--- config.mk ---
export PLATFORM = sky130hd
export DESIGN_NAME = hazard_scoreboard_flat
export DESIGN_NICKNAME = d
export VERILOG_FILES = /design/src/rtl/hazard_scoreboard_if.sv /design/src/rtl/hazard_scoreboard.sv /design/src/flat_wrapper.sv
export SDC_FILE = /design/constraint.sdc
export NUM_CORES = 1
export LEC_CHECK = 0
export BUFFER_PORTS_ARGS = -buffer_cell sky130_fd_sc_hd__buf_2
export CORE_MARGIN = 2
export CORE_UTILIZATION = 25
export DETAILED_ROUTE_END_ITERATION = 10
export GPL_ROUTABILITY_DRIVEN = 0
export PLACE_DENSITY_LB_ADDON = 0.05
export SLEW_MARGIN = 10
export SYNTH_ARGS = -nofsm -noshare
export SYNTH_HDL_FRONTEND = slang
export SYNTH_SLANG_ARGS = --single-unit
export TNS_END_PERCENT = 20
--- constraint.sdc ---
create_clock -name clk -period 2.8 [get_ports clk]
set_input_delay 0.42 -clock clk [delete_from_list [all_inputs] [get_ports clk]]
set_output_delay 0.42 -clock clk [all_outputs]
set_load 0.01 [all_outputs]
--- src/rtl/hazard_scoreboard_if.sv ---
// hazard_scoreboard_if: D-stage instruction fields in, stall/forward/md controls out
interface hazard_scoreboard_if #(parameter int DEPTH = 3, parameter int TNEW_W = 2);
   localparam int SEL_W = $clog2(DEPTH + 1);
   logic d_valid;
   logic [4:0] d_rs, d_rt, d_wb;
   logic [TNEW_W-1:0] d_rs_tuse, d_rt_tuse, d_tnew;
   logic d_md_start, d_md_div, d_md_use;
   logic stall_pc, stall_d, bubble_e, md_busy;
   logic [SEL_W-1:0] fwd_d_rs, fwd_d_rt, fwd_e_rs, fwd_e_rt;
   logic [31:0] stat_data, stat_md;
   modport master (
      output d_valid, d_rs, d_rt, d_wb, d_rs_tuse, d_rt_tuse, d_tnew, d_md_start, d_md_div, d_md_use,
      input stall_pc, stall_d, bubble_e, md_busy, fwd_d_rs, fwd_d_rt, fwd_e_rs, fwd_e_rt, stat_data, stat_md
   );
   modport slave (
      input d_valid, d_rs, d_rt, d_wb, d_rs_tuse, d_rt_tuse, d_tnew, d_md_start, d_md_div, d_md_use,
      output stall_pc, stall_d, bubble_e, md_busy, fwd_d_rs, fwd_d_rt, fwd_e_rs, fwd_e_rt, stat_data, stat_md
   );
endinterface

--- src/rtl/hazard_scoreboard.sv ---
// hazard_scoreboard: in-flight write tracking, forwarding selects, stalls and mult/div busy; HAZARD_STATS_EN adds stall counters
module hazard_scoreboard #(
   parameter int DEPTH = 3,
   parameter int TNEW_W = 2,
   parameter int MULT_LAT = 5,
   parameter int DIV_LAT = 10
) (
   input logic clk,
   input logic reset,
   hazard_scoreboard_if.slave sb
);
   localparam int SEL_W = $clog2(DEPTH + 1);
   localparam int CNT_W = $clog2((MULT_LAT > DIV_LAT ? MULT_LAT : DIV_LAT) + 1);
   typedef struct packed {
      logic v, md, div;
      logic [4:0] wb, rs, rt;
      logic [TNEW_W-1:0] tnew;
   } entry_t;
   typedef enum logic {IDLE, BUSY} state_t;
   entry_t e [1:DEPTH];
   state_t state, state_nx;
   logic [CNT_W-1:0] cnt, cnt_nx;
   logic data_stall, md_stall, stall, md_go;
   function automatic logic hit(input logic [4:0] r, input int k);
      return e[k].v && e[k].wb != 5'd0 && e[k].wb == r;
   endfunction
   // scanning oldest to youngest lets the youngest match overwrite the result
   function automatic logic late(input logic [4:0] r, input logic [TNEW_W-1:0] tuse);
      late = 1'b0;
      for (int k = DEPTH; k >= 1; k--)
         if (hit(r, k)) late = e[k].tnew > tuse;
   endfunction
   function automatic logic [SEL_W-1:0] sel(input logic [4:0] r, input int lo);
      sel = '0;
      for (int k = DEPTH; k >= lo; k--)
         if (hit(r, k)) sel = e[k].tnew == '0 ? SEL_W'(k) : '0;
   endfunction
   always_comb begin
      md_go = e[1].v && e[1].md;
      data_stall = sb.d_valid && (late(sb.d_rs, sb.d_rs_tuse) || late(sb.d_rt, sb.d_rt_tuse));
      md_stall = sb.d_md_use && (state == BUSY || md_go);
      stall = data_stall || md_stall;
      state_nx = state == IDLE ? (md_go ? BUSY : IDLE) : (cnt == CNT_W'(1) ? IDLE : BUSY);
      cnt_nx = state == IDLE ? (md_go ? (e[1].div ? CNT_W'(DIV_LAT) : CNT_W'(MULT_LAT)) : '0) : cnt - 1'b1;
   end
   assign sb.stall_pc = stall;
   assign sb.stall_d = stall;
   assign sb.bubble_e = stall;
   assign sb.md_busy = state == BUSY;
   assign sb.fwd_d_rs = sel(sb.d_rs, 1);
   assign sb.fwd_d_rt = sel(sb.d_rt, 1);
   assign sb.fwd_e_rs = e[1].v ? sel(e[1].rs, 2) : '0;
   assign sb.fwd_e_rt = e[1].v ? sel(e[1].rt, 2) : '0;
   always_ff @(posedge clk or negedge reset)
      if (!reset) begin
         for (int k = 1; k <= DEPTH; k++) e[k] <= '0;
      end else begin
         e[1] <= (sb.d_valid && !stall) ?
            entry_t'({1'b1, sb.d_md_start, sb.d_md_div, sb.d_wb, sb.d_rs, sb.d_rt, sb.d_tnew}) : '0;
         for (int k = 2; k <= DEPTH; k++) begin
            e[k] <= e[k-1];
            e[k].tnew <= e[k-1].tnew == '0 ? '0 : e[k-1].tnew - 1'b1;
         end
      end
   always_ff @(posedge clk or negedge reset)
      if (!reset) begin
         state <= IDLE;
         cnt <= '0;
      end else begin
         state <= state_nx;
         cnt <= cnt_nx;
      end
`ifdef HAZARD_STATS_EN
   logic [31:0] n_data, n_md;
   always_ff @(posedge clk or negedge reset)
      if (!reset) begin
         n_data <= '0;
         n_md <= '0;
      end else begin
         n_data <= n_data + {31'd0, data_stall && !(&n_data)};
         n_md <= n_md + {31'd0, md_stall && !(&n_md)};
      end
   assign sb.stat_data = n_data;
   assign sb.stat_md = n_md;
`else
   assign sb.stat_data = '0;
   assign sb.stat_md = '0;
`endif
endmodule

--- src/flat_wrapper.sv ---
// flat-port wrapper written by rule: the top's interface ports become plain ports
module hazard_scoreboard_flat 
#(
   parameter int DEPTH = 3,
   parameter int TNEW_W = 2,
   parameter int MULT_LAT = 5,
   parameter int DIV_LAT = 10
)
  (clk, reset, sb_d_valid, sb_d_rs, sb_d_rt, sb_d_wb, sb_d_rs_tuse, sb_d_rt_tuse, sb_d_tnew, sb_d_md_start, sb_d_md_div, sb_d_md_use, sb_stall_pc, sb_stall_d, sb_bubble_e, sb_md_busy, sb_fwd_d_rs, sb_fwd_d_rt, sb_fwd_e_rs, sb_fwd_e_rt, sb_stat_data, sb_stat_md);
  hazard_scoreboard_if #(.DEPTH(DEPTH), .TNEW_W(TNEW_W)) sb_i ();
  input logic clk;
  input logic reset;
  input wire logic [$bits(sb_i.d_valid)-1:0] sb_d_valid;
  input wire logic [$bits(sb_i.d_rs)-1:0] sb_d_rs;
  input wire logic [$bits(sb_i.d_rt)-1:0] sb_d_rt;
  input wire logic [$bits(sb_i.d_wb)-1:0] sb_d_wb;
  input wire logic [$bits(sb_i.d_rs_tuse)-1:0] sb_d_rs_tuse;
  input wire logic [$bits(sb_i.d_rt_tuse)-1:0] sb_d_rt_tuse;
  input wire logic [$bits(sb_i.d_tnew)-1:0] sb_d_tnew;
  input wire logic [$bits(sb_i.d_md_start)-1:0] sb_d_md_start;
  input wire logic [$bits(sb_i.d_md_div)-1:0] sb_d_md_div;
  input wire logic [$bits(sb_i.d_md_use)-1:0] sb_d_md_use;
  output wire logic [$bits(sb_i.stall_pc)-1:0] sb_stall_pc;
  output wire logic [$bits(sb_i.stall_d)-1:0] sb_stall_d;
  output wire logic [$bits(sb_i.bubble_e)-1:0] sb_bubble_e;
  output wire logic [$bits(sb_i.md_busy)-1:0] sb_md_busy;
  output wire logic [$bits(sb_i.fwd_d_rs)-1:0] sb_fwd_d_rs;
  output wire logic [$bits(sb_i.fwd_d_rt)-1:0] sb_fwd_d_rt;
  output wire logic [$bits(sb_i.fwd_e_rs)-1:0] sb_fwd_e_rs;
  output wire logic [$bits(sb_i.fwd_e_rt)-1:0] sb_fwd_e_rt;
  output wire logic [$bits(sb_i.stat_data)-1:0] sb_stat_data;
  output wire logic [$bits(sb_i.stat_md)-1:0] sb_stat_md;
  assign sb_i.d_valid = sb_d_valid;
  assign sb_i.d_rs = sb_d_rs;
  assign sb_i.d_rt = sb_d_rt;
  assign sb_i.d_wb = sb_d_wb;
  assign sb_i.d_rs_tuse = sb_d_rs_tuse;
  assign sb_i.d_rt_tuse = sb_d_rt_tuse;
  assign sb_i.d_tnew = sb_d_tnew;
  assign sb_i.d_md_start = sb_d_md_start;
  assign sb_i.d_md_div = sb_d_md_div;
  assign sb_i.d_md_use = sb_d_md_use;
  assign sb_stall_pc = sb_i.stall_pc;
  assign sb_stall_d = sb_i.stall_d;
  assign sb_bubble_e = sb_i.bubble_e;
  assign sb_md_busy = sb_i.md_busy;
  assign sb_fwd_d_rs = sb_i.fwd_d_rs;
  assign sb_fwd_d_rt = sb_i.fwd_d_rt;
  assign sb_fwd_e_rs = sb_i.fwd_e_rs;
  assign sb_fwd_e_rt = sb_i.fwd_e_rt;
  assign sb_stat_data = sb_i.stat_data;
  assign sb_stat_md = sb_i.stat_md;
  hazard_scoreboard #(.DEPTH(DEPTH), .TNEW_W(TNEW_W), .MULT_LAT(MULT_LAT), .DIV_LAT(DIV_LAT)) u_core (.clk(clk), .reset(reset), .sb(sb_i));
endmodule
# Word-level counts from Yosys, hierarchy flattened

Cells that the tools add are included.

Bits in latches: 0
Memories: 0
Bits in read-only memories: 0
Output and inout port bits: 76
Word-level logic and storage cells: 92
Flip-flop bits (word level): 41
Bits in writable memories: 0

Reductions and logical operators: 27
Multiply operators: 0
Equality and inequality tests: 11
Multiplexer cells: 30
Div/mod/pow operators: 0
Add/subtract/negate cells: 3
$lt $le $gt $ge: 6
Shift-type cells: 0
Bitwise logic cells: 0

Operators with widths:

| kind                | number |
|---|---|
| $eq 5x5->1          | 10 |
| $mux 2              | 16 |
| $mux 20             | 1 |
| $logic_and 1x1->1   | 17 |
| $reduce_bool 5->1   | 3 |
| $gt 2x2->1          | 6 |
| $mux 4              | 3 |
| $mux 1              | 10 |
| $logic_not 2->1     | 3 |
| $eq 4x1->1 const B  | 1 |
| $sub 2x1->2 const B | 2 |
| $sub 4x1->4 const B | 1 |
| $logic_or 1x1->1    | 3 |
| $logic_not 1->1     | 1 |

# Depth between registers and ports, before layout

Word-level depth: 12
Mapped depth: 9
Depth with buffers taken out: 8

# Worst setup path after synthesis

No wires, ideal clock.

Path kind: reg-to-output
Start point: register u_core.e[32] (netlist bit)
End point: output sb_fwd_d_rt[0]
Arrival time: 2,144 ps
Data required time: 2,380 ps
Slack: 236 ps
Cell stages (with the launch flop): 7
Path through: dfrtp_1 buf_6 or4_4 o211a_1 and2_4 or3_2 o21ai_0

Cells in the longest elaborated chain, start to end: 5
Elaborated cells between the ends (all ways): 6
Those cells by class: eq/ne (1); mux (2); reduce/logical (3)

Ends and longest elaborated chain:

| element                          | line                    | text |
|---|---|---|
| start: declaration               | hazard_scoreboard.sv:20 | `entry_t e [1:DEPTH];` |
| start signal: indexed assignment | hazard_scoreboard.sv:61 | `e[k] <= e[k-1];` |
| $reduce_bool 5->1                | hazard_scoreboard.sv:25 | `return e[k].v && e[k].wb != 5'd0 && e[k].wb == r;` |
| $logic_and 1x1->1                | hazard_scoreboard.sv:25 |  |
| $logic_and 1x1->1 *              | hazard_scoreboard.sv:25 |  |
| $mux 2 * (2 in a row)            | hazard_scoreboard.sv:36 | `if (hit(r, k)) sel = e[k].tnew == '0 ? SEL_W'(k) : '0;` |
| end: declaration                 | flat_wrapper.sv:28      | `output wire logic [$bits(sb_i.fwd_d_rt)-1:0] sb_fwd_d_rt;` |

Mark *: on every way between the ends. The rest lies on a longest branch, timed or not.

# Final worst setup path

Start point: register u_core.e[32] (netlist bit)
End point: output sb_fwd_d_rt[1]

Same word-level chain as after synthesis.

==> flow_summary.yaml <==
outcome:
  status: "finished, final reports clean"
critical_path:
  cp_cell_sequence: "or4_4, o211a_1, and2_4, or3_4, a21oi_2, buf_2"
  rrSetupSlack_ps: 370
  end_kind: "output port"
  cp.required_ps: 2380
  cpMaxStageDelayCell: "or4_4"
  worstPathArrival_ps: 2250
  worst_r2r_path_depth: 7
  path_class: "flop to output port"
  reg2reg_to: "u_core.e[48]$_DFF_PN0_"
  cp_slowest_stage_delay_ps: 560
  start_kind: "flop"
  r2r-start: "u_core.e[15]$_DFF_PN0_"
  cp_max_fo: 3
floorplanning:
  start_util_pct: 25.5
  core_sq_mm: 0.0119
  die_area_sq_mm: 0.0130
  io_pins: 103
  rows: 40
  die_w_um: 114
  die_y_um: 114
detailed_routing:
  drt_iter0_markers: 66
  routed_wl_um: 6880
  drt-wirelength-per-cell_um: 14.0
  num_vias: 1905
  drtPass1Iterations: 4
  antenna_left: 0
  drc: 0
  vias_per_cell: 3.88
power:
  p_per_area_mw_per_mm2: 651
  ir_drop_uv: 316
  total_power_w: 0.00217
  p_leak_nw: 1.63
yosys:
  synth_compound_area_share_pct: 7.30
  ys_ff_latch: 41
  synth_edf_count: 0
  syn-cell-area_sq_mm: 0.00304
  ys_async_sr_fraction_pct: 100
  synthCells: 309
  syn_area_per_cell_sq_um: 9.82
  synth_top_family_by_area: "buffers and inverters"
  synth_area_leaders: "dfrtp_1 34%, buf_4 16%, xnor2_1 9.8%"
  synth_cell_type_count: 42
  ys_seq_area_share_pct: 33.8
  synth.largest_area_cell: "dfrtp_1"
  synthAdderAreaFrac_pct: 5.77
  synth-simple-area-share_pct: 17.3
  synth_top_area_share_pct: 33.8
  yosysWarningCount: 0
  synth_top_flop_cell: "dfrtp_1"
  synthMuxAreaShare_pct: 0.701
  synth_xor_xnor_area_share_pct: 15.0
cells_and_area:
  drive_gt1_share_pct: 26.2
  num_antenna_cells: 0
  final_common_cell: "conb_1"
  final_cells: 491
  final_nets: 384
  final_cell_mix: "64 x conb_1, 40 x dfrtp_1, 38 x buf_2"
  syn_to_final_growth_pct: 9.89
timing:
  fmax_mhz: 375
  fin_crit_ps: 2670
  setup_tns_ps: 0
  rsz0062_at_grt: "no"
  min_period_over_period_pct: 95.3
  slew_headroom_pct: 34.5
  hold_violations: 0
  worst_slack_ps: 131
  fin_skew_ps: 7.33
  tightest_slew_ps: 983
  setup_viol: 0
  drv_slew: 0
cts:
  cts-root-buf: "clkbuf_16"
  clockBufferDepth: 2
  cts_tree: "built"
  clk_pin_slew_worst_paths_ps: 60
  clk_latency_ps: 290
  cts_sinks: 41
  numCtsBuffers: 5
  cts_hold_buf: 0
  post_cts_buffers: 0
  htreeDepth: 2
placement:
  portBuffers: 38
  hpwl_um: 5510
  dp_slack_ps: 297
  place_inst: 483
run:
  cap_violations: 0
grt:
  overflow: 0
  antenna_found_initial: 0
  grt_pass1_vias: 1875
  track_usage_pct: 11.2
  grt_pass1_wl_um: 10800
  grt_max_degree: 42
worst_hold_path:
  min-delay-path-class: "input pin to async pin"
state kept, by name, indices dropped and copies added, names as in the netlist:
name / flops
u_core.e: 36
u_core.sb.md_busy: 1
u_core.cnt: 4
power by group:
part	internal, W	switching [W]	leakage, nW
clock	0.000510	0.000248	0.0938
sequential	0.000686	0.000115	0.536
combinational	0.000290	0.000322	0.996
what timing repair did:
item / CTS / global route
resized for setup: 4 / 5
pin swaps: 0 / 2
setup endpoints to repair: 5 / 5
critical path, delay by kind of cell, from the launching register on:
family	cells	cell delay, ps
and+or+nand+nor	3	1080
DFF	1	380
buffers and inverters	1	150
AOI/OAI and AO/OA	2	350
area by class of cell:
| cell class | count | area (sq um) |
|---|---|---|
| Sequential cell | 41 | 1030 |
| Clock buffer | 5 | 125 |
| Inverter | 9 | 33.8 |
| Tap cell | 147 | 184 |
| Clock inverter | 3 | 65.1 |
| Timing Repair Buffer | 44 | 235 |
| Multi-Input combinational cell | 242 | 1670 |
| Fill cell | 1219 | 8580 |
cell families after synthesis:
group,after synthesis
muxes,2
xor gates and xnor gates,52
and+or+nand+nor,85
adders and majority gates,14
other,1
AOI/OAI and AO/OA,25
buffers and inverters,89
DFF,41
per-layer routing:
layer  vias up  GRT usage (%)  wire, um
li1        946              -         -
met1       879           14.7      3270
met2        74           18.3      3210
met3         6           2.44       309
met4         0           3.41        94
met5         -              0         0
synth_stat cells (2+ instances only):
| library cell | number |
|---|---|
| dfrtp_1 | 41 |
| clkbuf_1 | 8 |
| and2_4 | 20 |
| o21ai_0 | 6 |
| buf_6 | 3 |
| xor2_1 | 18 |
| a32o_1 | 2 |
| xnor2_1 | 34 |
| nand4_1 | 3 |
| nand3_1 | 11 |
| inv_1 | 9 |
| nor2b_1 | 6 |
| nand2_1 | 13 |
| buf_4 | 66 |
| nor4_1 | 2 |
| buf_2 | 3 |
| or3_1 | 4 |
| or4_4 | 2 |
| o311ai_4 | 2 |
| ha_1 | 14 |
| a21oi_1 | 5 |
| nor2_1 | 8 |
| and2_1 | 2 |
| nor3_1 | 9 |
worst max-delay path by stage:
| stage | start | to | slack, ps | cells after the start |
|---|---|---|---|---|
| final | u_core.e[32]$_DFF_PN0_ | sb_fwd_d_rt[1] | 130 | 6 |
| after CTS | u_core.e[32]$_DFF_PN0_ | sb_bubble_e | 4 | 7 |
| after global routing | u_core.e[32]$_DFF_PN0_ | sb_fwd_d_rt[0] | 20 | 6 |
| after detailed placement | u_core.e[36]$_DFF_PN0_ | sb_fwd_d_rt[1] | 300 | 6 |
| after floorplan | u_core.e[32]$_DFF_PN0_ | sb_fwd_d_rt[0] | 240 | 6 |
| after global placement | u_core.e[36]$_DFF_PN0_ | sb_fwd_d_rt[0] | 260 | 6 |
through the flow:
stage               utilization, %  hold slack, ps  instance area (sq um)
floorplan                        -             124                   3270
global placement              26.2             437                   3120
detailed placement            26.2             413                   3120
CTS                           27.8             337                   3320
global route                  28.0             340                   3340
finish                        28.0             299                   3340
Power figures use the tool's default switching activity.
